--- src/rtl/muntjac_perf_counters.sv ---
// Machine-mode counter / HPM CSR unit: owns mcycle, minstret, mhpmcounters, mhpmevents and
// mcountinhibit, checks access privilege and answers every CSR request one cycle later.
module muntjac_perf_counters #(
    parameter int unsigned NumHpm    = 4,
    parameter int unsigned HpmWidth  = 40,
    parameter int unsigned NumEvents = 8
) (
    input  logic                 clk_i,
    input  logic                 rst_i,
    input  logic                 req_valid_i,
    input  logic [11:0]          req_addr_i,
    input  logic [1:0]           req_op_i,
    input  logic [63:0]          req_wdata_i,
    input  logic [1:0]           priv_i,
    input  logic [31:0]          mcounteren_i,
    input  logic [31:0]          scounteren_i,
    input  logic                 instret_i,
    input  logic [NumEvents-1:0] events_i,
    output logic                 resp_valid_o,
    output logic [63:0]          resp_rdata_o,
    output logic                 resp_illegal_o
);

    localparam int unsigned EvWidth  = $clog2(NumEvents + 1);
    localparam int unsigned HpmSlots = (NumHpm > 0) ? NumHpm : 1;
    localparam logic [31:0] InhibitMask = 32'((64'd1 << (3 + NumHpm)) - 64'd1) & ~32'd2;

    localparam logic [1:0] OP_READ  = 2'b00;
    localparam logic [1:0] OP_WRITE = 2'b01;
    localparam logic [1:0] OP_SET   = 2'b10;

    localparam logic [1:0] PRIV_U = 2'b00;
    localparam logic [1:0] PRIV_S = 2'b01;
    localparam logic [1:0] PRIV_M = 2'b11;

    // Handshake: there is no ready; every cycle with req_valid_i high is accepted, and
    // resp_valid_o is exactly req_valid_i delayed by one cycle with its rdata/illegal.

    logic [63:0]         r_mcycle;
    logic [63:0]         r_minstret;
    logic [HpmWidth-1:0] r_hpm     [HpmSlots];
    logic [EvWidth-1:0]  r_event   [HpmSlots];
    logic [31:0]         r_inhibit;

    logic                r_resp_valid;
    logic [63:0]         r_resp_rdata;
    logic                r_resp_illegal;

    logic [4:0]          w_idx;
    logic                w_is_mctr;
    logic                w_is_uctr;
    logic                w_is_event;
    logic                w_is_inhibit;
    logic                w_is_machine;
    logic                w_nz_modify;
    logic                w_shadow_ok;
    logic                w_legal;
    logic                w_we;
    logic [63:0]         w_old;
    logic [63:0]         w_new;
    logic [HpmSlots-1:0] w_hit;

    assign w_idx        = req_addr_i[4:0];
    // 0xB00/0xC00 blocks minus index 1 (mtime/time live elsewhere); *H halves never match.
    assign w_is_mctr    = (req_addr_i[11:5] == 7'h58) && (w_idx != 5'd1);
    assign w_is_uctr    = (req_addr_i[11:5] == 7'h60) && (w_idx != 5'd1);
    assign w_is_event   = (req_addr_i[11:5] == 7'h19) && (w_idx >= 5'd3);
    assign w_is_inhibit = (req_addr_i == 12'h320);
    assign w_is_machine = w_is_mctr || w_is_event || w_is_inhibit;
    assign w_nz_modify  = (req_op_i != OP_READ) && (req_wdata_i != 64'd0);

    always_comb begin
        w_shadow_ok = 1'b0;
        case (priv_i)
            PRIV_M:  w_shadow_ok = 1'b1;
            PRIV_S:  w_shadow_ok = mcounteren_i[w_idx];
            PRIV_U:  w_shadow_ok = mcounteren_i[w_idx] & scounteren_i[w_idx];
            default: w_shadow_ok = 1'b0;
        endcase
    end

    assign w_legal = (w_is_machine && (priv_i == PRIV_M)) ||
                     (w_is_uctr && !w_nz_modify && w_shadow_ok);

    // Set/clear with a zero operand leaves the CSR untouched so the increment survives.
    assign w_we = req_valid_i && w_legal && w_is_machine &&
                  ((req_op_i == OP_WRITE) || (req_wdata_i != 64'd0));

    always_comb begin
        w_old = 64'd0;
        if (w_is_mctr || w_is_uctr) begin
            if (w_idx == 5'd0) begin
                w_old = r_mcycle;
            end else if (w_idx == 5'd2) begin
                w_old = r_minstret;
            end else begin
                for (int k = 0; k < NumHpm; k++) begin
                    if (w_idx == 5'(3 + k)) begin
                        w_old = 64'(r_hpm[k]);
                    end
                end
            end
        end else if (w_is_event) begin
            for (int k = 0; k < NumHpm; k++) begin
                if (w_idx == 5'(3 + k)) begin
                    w_old = 64'(r_event[k]);
                end
            end
        end else if (w_is_inhibit) begin
            w_old = 64'(r_inhibit);
        end
    end

    always_comb begin
        w_new = 64'd0;
        case (req_op_i)
            OP_WRITE: w_new = req_wdata_i;
            OP_SET:   w_new = w_old | req_wdata_i;
            default:  w_new = w_old & ~req_wdata_i;
        endcase
    end

    // Selector values 0 and above NumEvents match no loop iteration, so they never count.
    always_comb begin
        w_hit = '0;
        for (int k = 0; k < NumHpm; k++) begin
            for (int e = 1; e <= NumEvents; e++) begin
                if ((r_event[k] == EvWidth'(e)) && events_i[e-1]) begin
                    w_hit[k] = 1'b1;
                end
            end
        end
    end

    always_ff @(posedge clk_i or posedge rst_i) begin
        if (rst_i) begin
            r_mcycle   <= 64'd0;
            r_minstret <= 64'd0;
            r_inhibit  <= 32'd0;
            for (int k = 0; k < HpmSlots; k++) begin
                r_hpm[k]   <= '0;
                r_event[k] <= '0;
            end
        end else begin
            if (w_we && w_is_mctr && (w_idx == 5'd0)) begin
                r_mcycle <= w_new;
            end else if (!r_inhibit[0]) begin
                r_mcycle <= r_mcycle + 64'd1;
            end

            if (w_we && w_is_mctr && (w_idx == 5'd2)) begin
                r_minstret <= w_new;
            end else if (instret_i && !r_inhibit[2]) begin
                r_minstret <= r_minstret + 64'd1;
            end

            for (int k = 0; k < NumHpm; k++) begin
                if (w_we && w_is_mctr && (w_idx == 5'(3 + k))) begin
                    r_hpm[k] <= w_new[HpmWidth-1:0];
                end else if (w_hit[k] && !r_inhibit[3 + k]) begin
                    r_hpm[k] <= r_hpm[k] + HpmWidth'(1);
                end

                if (w_we && w_is_event && (w_idx == 5'(3 + k))) begin
                    r_event[k] <= w_new[EvWidth-1:0];
                end
            end

            if (w_we && w_is_inhibit) begin
                r_inhibit <= w_new[31:0] & InhibitMask;
            end
        end
    end

    always_ff @(posedge clk_i or posedge rst_i) begin
        if (rst_i) begin
            r_resp_valid   <= 1'b0;
            r_resp_rdata   <= 64'd0;
            r_resp_illegal <= 1'b0;
        end else begin
            r_resp_valid   <= req_valid_i;
            r_resp_rdata   <= (req_valid_i && w_legal) ? w_old : 64'd0;
            r_resp_illegal <= req_valid_i && !w_legal;
        end
    end

    assign resp_valid_o   = r_resp_valid;
    assign resp_rdata_o   = r_resp_rdata;
    assign resp_illegal_o = r_resp_illegal;

endmodule

--- config.mk ---
export PLATFORM = sky130hd
export DESIGN_NAME = muntjac_perf_counters
export DESIGN_NICKNAME = d
export VERILOG_FILES = /design/src/rtl/muntjac_perf_counters.sv
export SDC_FILE = /design/constraint.sdc
export NUM_CORES = 1
export LEC_CHECK = 0
export ABC_AREA = 1
export BUFFER_PORTS_ARGS = -buffer_cell sky130_fd_sc_hd__buf_2
export CAP_MARGIN = 20
export CORE_UTILIZATION = 50
export DETAILED_ROUTE_END_ITERATION = 6
export HOLD_SLACK_MARGIN = 0.06
export PLACE_DENSITY_LB_ADDON = 0.1
export SLEW_MARGIN = 20
export SYNTH_ARGS = -nofsm -noshare
export SYNTH_HDL_FRONTEND = slang
export SYNTH_SLANG_ARGS = --single-unit
--- constraint.sdc ---
create_clock -name clk_i -period 9.95 [get_ports clk_i]
set_input_delay 0.4975 -clock clk_i [delete_from_list [all_inputs] [get_ports clk_i]]
set_output_delay 0.4975 -clock clk_i [all_outputs]
set_load 0.005 [all_outputs]
==> Yosys cells after proc, flatten, opt, wreduce, memory -nomap -nowiden <==
Cells that the tools add are included.
{ "op_classes": {"magnitude_cmp": 2, "n_bitwise": 4, "muxes": 64, "reduce_logical": 82, "n_eq_ne": 47, "addsub": 6} }
{ "ops": {"columns": ["cell", "count"], "rows": [
  ["2-to-1 mux 64 bit", 15],
  ["2-to-1 mux 40 bit", 9],
  ["adder 40 x 1 -> 40 bit (second input constant)", 4],
  ["adder 64 x 1 -> 64 bit (second input constant)", 2],
  ["one-hot mux 64 bit (2 select lines)", 1],
  ["AND 64 bit", 1],
  ["equality test 4 x 3 -> 1 bit (second input constant)", 16],
  ["NOT 64 bit", 1],
  ["OR 64 bit", 1],
  ["nonzero test 64 bit", 1],
  ["logical AND 1 bit", 61],
  ["2-to-1 mux 1 bit", 34],
  ["equality test 4 x 2 -> 1 bit (second input constant)", 8],
  ["equality test 4 x 1 -> 1 bit (second input constant)", 4],
  ["equality test 4 bit (second input constant)", 4],
  ["equality test 5 x 3 -> 1 bit (second input constant)", 3],
  ["equality test 7 bit (second input constant)", 2],
  ["equality test 12 x 10 -> 1 bit (second input constant)", 1],
  ["nonzero test 2 bit", 6],
  ["binary-select mux 1 bit (select 5 bit)", 2],
  ["equality test 5 x 2 -> 1 bit (second input constant)", 2],
  ["equality test 7 x 5 -> 1 bit (second input constant)", 1],
  ["zero test 1 bit", 7],
  ["2-to-1 mux 7 bit", 1],
  ["other kinds (12)", 18]
]} }
{ "word_totals": {"regBits": 376, "output_inout_bits": 66, "word_cells": 219, "input_bits": 156} }

==> Longest topological paths before layout <==
{ "logic_depth": {"depth_word": 13, "depth_mapped": 22, "ltp_nobuf": 19} }

==> Least setup slack after synthesis <==
OpenSTA, ideal clock, no wires.
{ "synth_path": {"path_type": "input port to flip-flop", "start": "input port req_addr_i[2]", "end": "register r_minstret[1]", "path_stages": 17, "path_slack_ns": 7.400, "path_buffers": 3, "setup_ns": 0.125, "t_required_ns": 9.825, "arrival_ns": 2.425, "path_cell_list": "buf_2 -> nor2_4 -> nand2_1 -> nor2_2 -> o21ai_1 -> nand3_1 -> inv_1 -> nand2_1 -> nand3_1 -> nand2_2 -> nand3_2 -> nor2_4 -> nand2_1 -> buf_2 -> buf_2 -> nand3_1 -> nand3_1"} }
{ "synth_via": {"elab_chain_cells": 12, "elab_cells_between_ends": 47, "classes_between": "1 x order compare; 7 x eq/ne; 19 x mux; 3 x bitwise; 17 x reduce/logical"} }
{ "synth_lines": {"columns": ["element", "line_no", "rtl"], "rows": [
  ["start: declaration", "11", "input logic [11:0] req_addr_i,"],
  ["binary-select mux 1 bit (select 5 bit) (tied with other cells)", "76, 77", null],
  ["2-to-1 mux 1 bit (implied by the code) (tied with other cells)", "76, 77", null],
  ["AND 1 bit or logical OR 1 bit (tied branches)", "77, 69", null],
  ["one-hot mux 1 bit (3 select lines) or logical OR 1 bit (tied branches)", "74, 69", null],
  ["logical AND 1 bit, on equally long branches", "83, 82", null],
  ["logical OR 1 bit", "82", "assign w_legal = (w_is_machine && (priv_i == PRIV_M)) ||"],
  ["logical AND 1 bit (3 in a row)", "86", "assign w_we = req_valid_i && w_legal && w_is_machine &&"],
  ["logical AND 1 bit (2 in a row)", "151", "if (w_we && w_is_mctr && (w_idx == 5'd2)) begin"],
  ["2-to-1 mux 64 bit or nonzero test 2 bit (tied branches)", null, null],
  ["end signal: assignment", "152", "r_minstret <= w_new;"],
  ["end signal: assignment", "154", "r_minstret <= r_minstret + 64'd1;"],
  ["end: declaration", "40", "logic [63:0] r_minstret;"]
]} }
Parallel ways exist; a longest one is shown, timed or not. The select of a mux whose other input is x is not followed.
A chain may end at the register's enable or synchronous reset.

==> Worst setup path after layout <==
{ "layout_path": {"start": "register r_minstret[0]", "end": "register r_minstret[48]"} }
{ "layout_via": {"elab_chain_cells": 3} }
{ "layout_lines": {"columns": ["element", "line_no", "rtl"], "rows": [
  ["adder 64 x 1 -> 64 bit", "154", null],
  ["2-to-1 mux 64 bit", "153", "end else if (instret_i && !r_inhibit[2]) begin"],
  ["2-to-1 mux 64 bit", "151", null]
]} }
No other way between the ends. The select of a mux whose other input is x is not followed.

==> reports/metrics.yaml <==
core-area_sq_um: 55520
fin_crit_sh_pct: 40.75
cts_buffer_depth: 3
met2_length_um: 56180
die_area_sq_um: 57510
synth_top_area_share_pct: 33.28
clock.fmax_mhz: 246.6
cts_tree: "done"
insertion_delay_ps: 610
postCtsSetupBuffers: 0
grt_pass1_vias: 29790
min_path_type: "primary input to flip-flop"
place.gp.congestion: 1.100
synthDistinctLibCells: 43
grt_max_degree: 135
htreeDepth: 2
wl_met3_um: 12220
dieHeight_um: 239.8
finClkSkew_ps: 16.28
synth_area_sq_um: 28280
layout-drive-gt1-share_pct: 8.565
worst_pin_slew_ps: 1128
grt_first_pass_wirelength_um: 191200
yosysWarnings: 0
top_layer: "met5"
slew_viol_final: 0
hold_depth: 1
clkSinkCount: 376
holdCritStartpoint: "req_valid_i"
min_to: "resp_valid_o$_DFF_PP0_"
ir_worst_vdd_uv: 117.2
antenna_found_initial: 8
syn-num-nets: 4596
vias_per_cell: 6.021
m1WireLength_um: 50150
n_fill_cell: 5695
total_power_uw: 3704
setup_viol: 0
drt-total-wl_um: 129900
synthTopCellsByArea: "dfrtp_1 33%, nand2_1 19%, nand3_1 9.6%"
grt_use_total_pct: 44.95
start_util_pct: 50.93
final.setup.worst_slack_ps: 5895
r2r_cells: 12
vias: 32230
clk_pin_slew_ps: 60
syn_to_final_growth_pct: 11.98
layout.cells.non_filler: 5352
critPathKind: "flip-flop to flip-flop"
period_needed_ps: 4055
preCtsSetupSlack_ps: 5632
yosys_register_bits: 376
fin_nets: 4728
holdBufCountCts: 1
ff2ff_setup_slack_ps: 5890
cp_slowest_stage_delay_ps: 650
cp.arrival_ps: 4530
fin_setup_tns_ps: 0
numCtsBuffers: 47
worstReg2RegEnd: "r_minstret[48]$_DFFE_PP0P_"
p_leak_uw: 0.01432
layout_common_cells: "1437 x nand2_1, 545 x nand3_1, 469 x nor2_1"
cts_resized: 0
rsz0062_at_grt: "false"
first_pass_iters: 6
hpwl_um: 97760
start_kind: "flip-flop"
drt-wirelength-per-cell_um: 24.27
io_pins: 222
fp-row-count: 86
critPathMostFrequentCell: "nand3_1"
crit_chain: "ha_1 -> nand3_1 -> inv_1 -> nand2_1 -> inv_1 -> nand3_1 -> nand3b_1 -> nor4_1 -> nand3_1 -> xor2_1 -> nand3_1 -> nand3_1"
p_per_area_nw_per_um2: 117.0
worstReg2RegStart: "r_minstret[0]$_DFFE_PP0P_"
yosysSeqAreaShare_pct: 33.28
maxCapViolCount: 0
synthCells: 4431
ant_nets: 0
worstSetupEndpointType: "flip-flop"
grt_overflow: 0
die_w_um: 239.8
cp_max_fo: 7
cts_root_buffer: "clkbuf_16"
layout_commonest_cell: "nand2_1"
place_inst: 5261
crit_required_ps: 10430
whs_ps: 121.6
synth_area_per_cell_sq_um: 6.381
drtIter0Drc: 3981
drcViolationCount: 0
hold_violations: 0
relSlewSlack_pct: 24.61
slowest_stage: "dfrtp_1"
portBuffers: 221
status: "completed"
yosys.area.top_type: "dfrtp_1"
==> flip-flops by register name, summed over array words and instances, names as in the netlist <==
signal,flops
r_event,16
r_minstret,64
r_hpm,160
resp_rdata_o,64
r_inhibit,6
resp_illegal_o,1
resp_valid_o,1
r_mcycle,64
==> layout make-up <==
| class | count | area, sq um | area share (%) |
|---|---|---|---|
| Multi-Input combinational cell | 3463 | 16640 | 52.55 |
| Clock inverter | 25 | 297.8 | 0.9405 |
| Clock buffer | 61 | 1351 | 4.268 |
| Tap cell | 748 | 935.9 | 2.956 |
| Inverter | 404 | 1520 | 4.801 |
| Antenna cell | 4 | 10.01 | 0.03161 |
| Timing Repair Buffer | 271 | 1500 | 4.738 |
| Sequential cell | 376 | 9409 | 29.72 |
==> power breakdown <==
part | switching (uW) | internal [uW]
sequential | 0.132 | 1530
clock | 754 | 1110
combinational | 240 | 68.0
==> Yosys cell counts <==
| library cell | instances |
|---|---|
| o2111ai_1 | 26 |
| clkinv_1 | 8 |
| buf_4 | 3 |
| a21oi_1 | 137 |
| xor2_1 | 212 |
| nor4_1 | 49 |
| nand4_1 | 93 |
| nor2_1 | 474 |
| dfrtp_1 | 376 |
| nand4_4 | 1 |
| or3_1 | 1 |
| o22ai_1 | 27 |
| inv_1 | 389 |
| o211ai_1 | 12 |
| o21ai_0 | 174 |
| nand3_1 | 545 |
| inv_2 | 7 |
| nor3_1 | 117 |
| o21ba_2 | 1 |
| ha_1 | 9 |
| o21a_1 | 2 |
| nand2_1 | 1440 |
| a221oi_1 | 9 |
| nand2_2 | 2 |
| o221ai_1 | 2 |
| o21ai_1 | 9 |
| and3_1 | 4 |
| buf_1 | 25 |
| o21bai_1 | 4 |
| nor4b_1 | 2 |
| o31ai_1 | 3 |
| nand3_2 | 1 |
| nor2_4 | 4 |
| a22oi_1 | 26 |
| a22o_1 | 3 |
| buf_2 | 51 |
| clkbuf_1 | 109 |
| xnor2_1 | 45 |
| or2_0 | 1 |
| or2_2 | 3 |
| nor2_2 | 10 |
| and2_1 | 1 |
| nand3b_1 | 14 |
==> metrics by stage <==
| stage | util, % | area [sq um] |
|---|---|---|
| 6_report | 57.03 | 31660 |
| 2_1_floorplan | - | 28280 |
| 3_5_place_dp | 54.01 | 29990 |
| 5_1_grt | 57.01 | 31650 |
| 3_3_place_gp | 54.01 | 29990 |
| 4_1_cts | 57.00 | 31650 |
==> routing by layer <==
layer,track usage [%],vias to the layer above
met4,33.37,8
met2,68.04,1860
li1,-,14680
met1,56.95,15230
met3,8.586,451
met5,0,-
==> critical path: cells and delay by family, from the launching register on <==
family,cells,cell delay [ps]
simple gates,8,2030
fa+ha+maj,1,540
flops,1,650
buf+inv,2,490
xor+xnor,1,210
==> worst max path at each step <==
stage,startpoint,to,slack (ps),cells past startpoint
final,r_minstret[0]$_DFFE_PP0P_,r_minstret[48]$_DFFE_PP0P_,5890,12
after global routing,req_addr_i[0],r_mcycle[37]$_DFFE_PP0P_,5790,14
after CTS,r_minstret[0]$_DFFE_PP0P_,r_minstret[48]$_DFFE_PP0P_,6200,12
after detailed placement,req_addr_i[0],r_mcycle[37]$_DFFE_PP0P_,5630,14
after global placement,req_addr_i[0],r_mcycle[37]$_DFFE_PP0P_,5700,14
after floorplan,rst_i,r_event[0]$_DFFE_PP0P_,4400,1
==> cell families (layout without fill, tap and decap cells) <==
| group | count (synthesis) | in the layout | synth area share (%) |
|---|---|---|---|
| other | 0 | 4 | 0 |
| flip-flops | 376 | 376 | 33.28 |
| adder cells (fa/ha/maj) | 9 | 9 | 0.3983 |
| AND/OR/NAND/NOR | 2762 | 2762 | 41.46 |
| XOR/XNOR | 257 | 257 | 7.961 |
| AO/OA/AOI/OAI | 435 | 435 | 8.784 |
| buffers and inverters | 592 | 761 | 8.124 |
Note: power is estimated with default switching activity, not from simulation.
